===== config.mk =====
export PLATFORM = sky130hd
export DESIGN_NAME = cache_flush_ctrl
export DESIGN_NICKNAME = d
export VERILOG_FILES = /design/src/rtl/cache_flush_ctrl.sv
export SDC_FILE = /design/constraint.sdc
export NUM_CORES = 1
export LEC_CHECK = 0
export CORE_MARGIN = 1.5
export CORE_UTILIZATION = 30
export DETAILED_ROUTE_END_ITERATION = 6
export GPL_TIMING_DRIVEN = 0
export PLACE_DENSITY = 0.56
export SLEW_MARGIN = 5
export SYNTH_ARGS = -nofsm -noshare
export SYNTH_HDL_FRONTEND = slang
export SYNTH_SLANG_ARGS = --single-unit

===== constraint.sdc =====
create_clock -name clk -period 5.4 [get_ports clk]
set_input_delay 0.81 -clock clk [delete_from_list [all_inputs] [get_ports clk]]
set_output_delay 0.81 -clock clk [all_outputs]
set_load 0.01 [all_outputs]

===== src/rtl/cache_flush_ctrl.sv =====
// Cache flush controller: walks every (set, way) of the cache, writes back
// each dirty line over a request/acknowledge handshake, clears its dirty
// bit, and pulses FlushDone when the whole cache has been visited.
module cache_flush_ctrl #(
    parameter int NUMWAYS  = 4,
    parameter int NUMLINES = 128,
    parameter int SETLEN   = $clog2(NUMLINES)
) (
    input  logic               clk,
    input  logic               reset,
    input  logic               FlushReq,
    input  logic               FlushAbort,
    input  logic [NUMWAYS-1:0] DirtyWay,
    input  logic               WBAck,
    output logic [SETLEN-1:0]  FlushAdr,
    output logic [NUMWAYS-1:0] FlushWay,
    output logic               WBReq,
    output logic               ClearDirty,
    output logic               FlushBusy,
    output logic               FlushDone
);

    localparam int WAYLEN = $clog2(NUMWAYS);

    localparam logic [2:0] IDLE      = 3'd0;
    localparam logic [2:0] READ      = 3'd1;
    localparam logic [2:0] CHECK     = 3'd2;
    localparam logic [2:0] WRITEBACK = 3'd3;
    localparam logic [2:0] CLEAR     = 3'd4;
    localparam logic [2:0] DONE      = 3'd5;

    localparam logic [SETLEN-1:0] LASTSET = SETLEN'(NUMLINES - 1);
    localparam logic [WAYLEN-1:0] LASTWAY = WAYLEN'(NUMWAYS - 1);

    logic [2:0]        state;
    logic [2:0]        nextState;
    logic [SETLEN-1:0] setCnt;
    logic [WAYLEN-1:0] wayCnt;
    logic              abortPend;
    logic              lastLine;
    logic              curDirty;
    logic              abortNow;
    logic              advance;

    assign lastLine = (setCnt == LASTSET) && (wayCnt == LASTWAY);
    assign curDirty = DirtyWay[wayCnt];
    // An abort seen during the handshake is only acted on once CLEAR is done.
    assign abortNow = abortPend || FlushAbort;

    // Step to the next (set, way) only from a line that is finished and not the last.
    assign advance = ((state == CHECK) && !FlushAbort && !curDirty && !lastLine) ||
                     ((state == CLEAR) && !abortNow && !lastLine);

    // Next-state selection.
    always_comb begin
        // NOTE: every signal assigned in always_comb gets a default first so no latch is inferred.
        nextState = state;
        case (state)
            IDLE:      if (FlushReq) nextState = READ;
            READ:      nextState = FlushAbort ? IDLE : CHECK;
            CHECK: begin
                if (FlushAbort)    nextState = IDLE;
                else if (curDirty) nextState = WRITEBACK;
                else if (lastLine) nextState = DONE;
                else               nextState = READ;
            end
            WRITEBACK: if (WBAck) nextState = CLEAR;
            CLEAR: begin
                if (abortNow)      nextState = IDLE;
                else if (lastLine) nextState = DONE;
                else               nextState = READ;
            end
            DONE:      nextState = IDLE;
            default:   nextState = IDLE;
        endcase
    end

    // State register; reset forces IDLE so the decoded outputs drop at once.
    always_ff @(posedge clk or negedge reset) begin
        // NOTE: sequential state uses non-blocking assignments so all registers update together at the edge.
        if (!reset) state <= IDLE;
        else        state <= nextState;
    end

    // Set/way counters: cleared on a new flush, advanced after each finished line.
    always_ff @(posedge clk or negedge reset) begin
        if (!reset) begin
            setCnt <= '0;
            wayCnt <= '0;
        end else if ((state == IDLE) && FlushReq) begin
            setCnt <= '0;
            wayCnt <= '0;
        end else if (advance) begin
            wayCnt <= wayCnt + 1'b1;
            if (wayCnt == LASTWAY) setCnt <= setCnt + 1'b1;
        end
    end

    // Pending abort: remembered while the writeback handshake finishes.
    always_ff @(posedge clk or negedge reset) begin
        if (!reset)                                   abortPend <= 1'b0;
        else if (nextState == IDLE)                   abortPend <= 1'b0;
        else if ((state == WRITEBACK) && FlushAbort)  abortPend <= 1'b1;
    end

    // One-hot decode of the way counter.
    always_comb begin
        FlushWay         = '0;
        FlushWay[wayCnt] = 1'b1;
    end

    assign FlushAdr   = setCnt;
    assign WBReq      = (state == WRITEBACK);
    assign ClearDirty = (state == CLEAR);
    assign FlushBusy  = (state != IDLE);
    assign FlushDone  = (state == DONE);

endmodule


==> flow_metrics.py <==
metrics = {
    "die": {
        "die_x_um": 55.7,
        "dieArea_sq_um": 3110,
        "core_sq_um": 2540,
        "die_h_um": 55.7,
        "start_util_pct": 32.8,
        "fp-row-count": 18,
        "io_pins": 24,
    },
    "global_route": {
        "antenna_found_initial": 0,
        "grt_usage_pct": 12.6,
        "overflow": 0,
        "grt_pass1_vias": 704,
        "grt_pass1_wl_mm": 3.18,
        "grt_max_degree": 14,
    },
    "timing": {
        "final_period_minus_worst_setup_slack_ns": 2.61,
        "finalCritPeriodShare_pct": 48.3,
        "whs_ns": 0.555,
        "rsz0062_at_grt": "no",
        "worst_pin_slew_ns": 0.631,
        "fin_ws_ns": 2.79,
        "final-hold-violation-count": 0,
        "setup-violations-final": 0,
        "slew_headroom_pct": 57.7,
        "tns_ns": 0,
        "fmax_ghz": 0.383,
        "clock_skew_ns": 0.00867,
        "drv_slew": 0,
    },
    "routing": {
        "m1WireLength_um": 906,
        "drt_first_iter_violations": 27,
        "wire_per_inst_um": 13.4,
        "drcViolationCount": 0,
        "final_antenna_net_count": 0,
        "vias": 774,
        "routed-wl-met2_um": 881,
        "drt-total-wl_mm": 1.90,
        "drtPass1Iterations": 4,
        "routed.top_layer": "met3",
        "wl_met3_um": 110,
        "vias_per_cell": 5.45,
    },
    "setup_path": {
        "cpLargestDelayFamily": "buffers and inverters",
        "worst_setup_path_end_kind": "register",
        "timing.rr.start": "state[0]",
        "required_ns": 5.58,
        "start_kind": "primary input",
        "startpoint": "FlushAbort",
        "path_buf_inv": 2,
        "worstPathArrival_ns": 2.79,
        "crit_type": "in -> reg",
        "critical_path.max_stage_delay_ns": 0.54,
        "critPathMaxFanout": 10,
        "path_cells": "clkdlybuf4s50_1, or4b_1, o32a_1, buf_2, o31a_1, o21a_1",
        "path_depth": 6,
        "reg2regPathDepth": 6,
        "slowest_stage": "clkdlybuf4s50_1",
    },
    "final_layout": {
        "diodes": 0,
        "drive_above_1_share_pct": 9.82,
        "syn_to_final_growth_pct": 35.2,
        "fillers": 262,
        "design_area_sq_um": 1130,
        "final_nets": 127,
        "final_common_cell": "clkdlybuf4s50_1",
        "layout_common_cells": "clkdlybuf4s50_1, dfrtp_1, nand3_1, a21oi_1",
    },
    "power_and_ir_drop": {
        "vdd_drop_max_mv": 0.174,
        "power_leakage_nw": 0.460,
        "p_per_area_nw_per_um2": 312,
    },
    "synth": {
        "synth_warnings": 0,
        "synth_area_sq_um": 835,
        "synthesis.nets": 99,
        "synth_edf_count": 0,
        "synthDistinctLibCells": 34,
        "netlist_instances": 85,
        "async_flop_share_pct": 100,
        "ys_seq_area_share_pct": 39.0,
        "ys_ff_latch": 13,
        "avgSynthCellArea_sq_um": 9.82,
        "synth_ff_type": "dfrtp_1",
    },
    "clock_network": {
        "cts_tree": "yes",
        "cts_htree_levels": 1,
        "cts_root_buffer": "clkbuf_4",
        "postCtsSetupBuffers": 0,
        "numCtsBuffers": 3,
        "post_cts_resized": 0,
        "clk_pin_slew_ns": 0.08,
        "clock-sinks": 13,
        "clk_latency_ns": 0.28,
        "cts_buffer_depth": 2,
        "holdBufCountCts": 0,
    },
    "min_path": {
        "min_from": "FlushAdr[6]",
        "hold_path_depth": 1,
        "hp-class": "reg -> reg",
    },
    "placed_design": {
        "pre_cts_ws_ns": 2.52,
        "portBuffers": 23,
        "gp_congestion": 0.784,
        "dpl-instance-area_sq_um": 1100,
        "detailed_place_hpwl_mm": 1.40,
    },
    "job": {
        "maxCapViolCount": 0,
    },
    "outcome": {
        "status": "finished clean",
    },
}
[metrics by stage]
step	instances	util, %	total power [W]
after detailed placement	138	43.3	0.000294
after CTS	142	44.3	0.000354
after floorplan	85	-	0.000232
after global routing	142	44.3	0.000379
after global placement	138	43.3	0.000292
final	142	44.3	0.000352
[state kept, by name, indices dropped and copies added (netlist names)]
register / cells
FlushAdr: 7
abortPend: 1
state: 3
wayCnt: 2
[synth_stat cells (all sizes together) (2+ instances only)]
cell	number	share of area, %
a21oi	7	4.2
dfrtp	13	39
ha	5	7.5
nand3	7	4.2
o21a	2	1.8
o32ai	2	2.1
nand4	2	1.5
o31a	2	2.1
or4	2	1.8
inv	4	1.8
o21ai	6	3.6
nor3b	3	2.7
buf	4	3.7
mux2i	2	2.4
and3b	2	2.4
and3	3	2.2
nand2	4	1.8
o31ai	2	1.8
or3b	2	2.4
[logic make-up (layout without fill, tap and decap cells)]
kind of cell | Yosys count | in the layout | share of synthesized area, %
AO/OA/AOI/OAI | 24 | 24 | 18.4
adder cells (fa/ha/maj) | 5 | 5 | 7.50
buffers and inverters | 8 | 35 | 5.55
flip-flops | 13 | 13 | 39.0
multiplexers | 3 | 3 | 5.10
AND/OR/NAND/NOR | 32 | 32 | 24.4
[metal layers]
layer | GRT usage [%] | vias up
met5 | 0 | -
met4 | 3.14 | 0
met3 | 2.79 | 0
met2 | 19.4 | 26
met1 | 17.7 | 369
li1 | - | 379
[final cells by class]
| cell class | count | area, sq um | area share, % |
|---|---|---|---|
| buffer | 4 | 31.3 | 2.77 |
| clock buffer | 4 | 26.3 | 2.33 |
| inverter | 4 | 15.0 | 1.33 |
| multi-input combinational | 64 | 463 | 41.0 |
| sequential | 13 | 325 | 28.8 |
| tap | 30 | 37.5 | 3.33 |
| timing repair buffer | 23 | 230 | 20.4 |
[power by group]
| part | switching [W] | internal, W | total [W] | leakage (nW) |
|---|---|---|---|---|
| registers | 0.0000128 | 0.000111 | 0.000124 | 0.179 |
| clock network | 0.0000322 | 0.0000286 | 0.0000608 | 0.0150 |
| logic | 0.0000802 | 0.0000870 | 0.000167 | 0.266 |
[worst paths after layout]
check                              end  slack [ns]
max                        FlushAdr[5]        2.79
min reg2reg                FlushAdr[6]        0.56
max in group asynchronous    abortPend        4.11
max reg2reg                FlushAdr[5]        3.37
min in group asynchronous  FlushAdr[2]        0.90
min                        FlushAdr[6]        0.56
(Power assumes the default switching activity.)
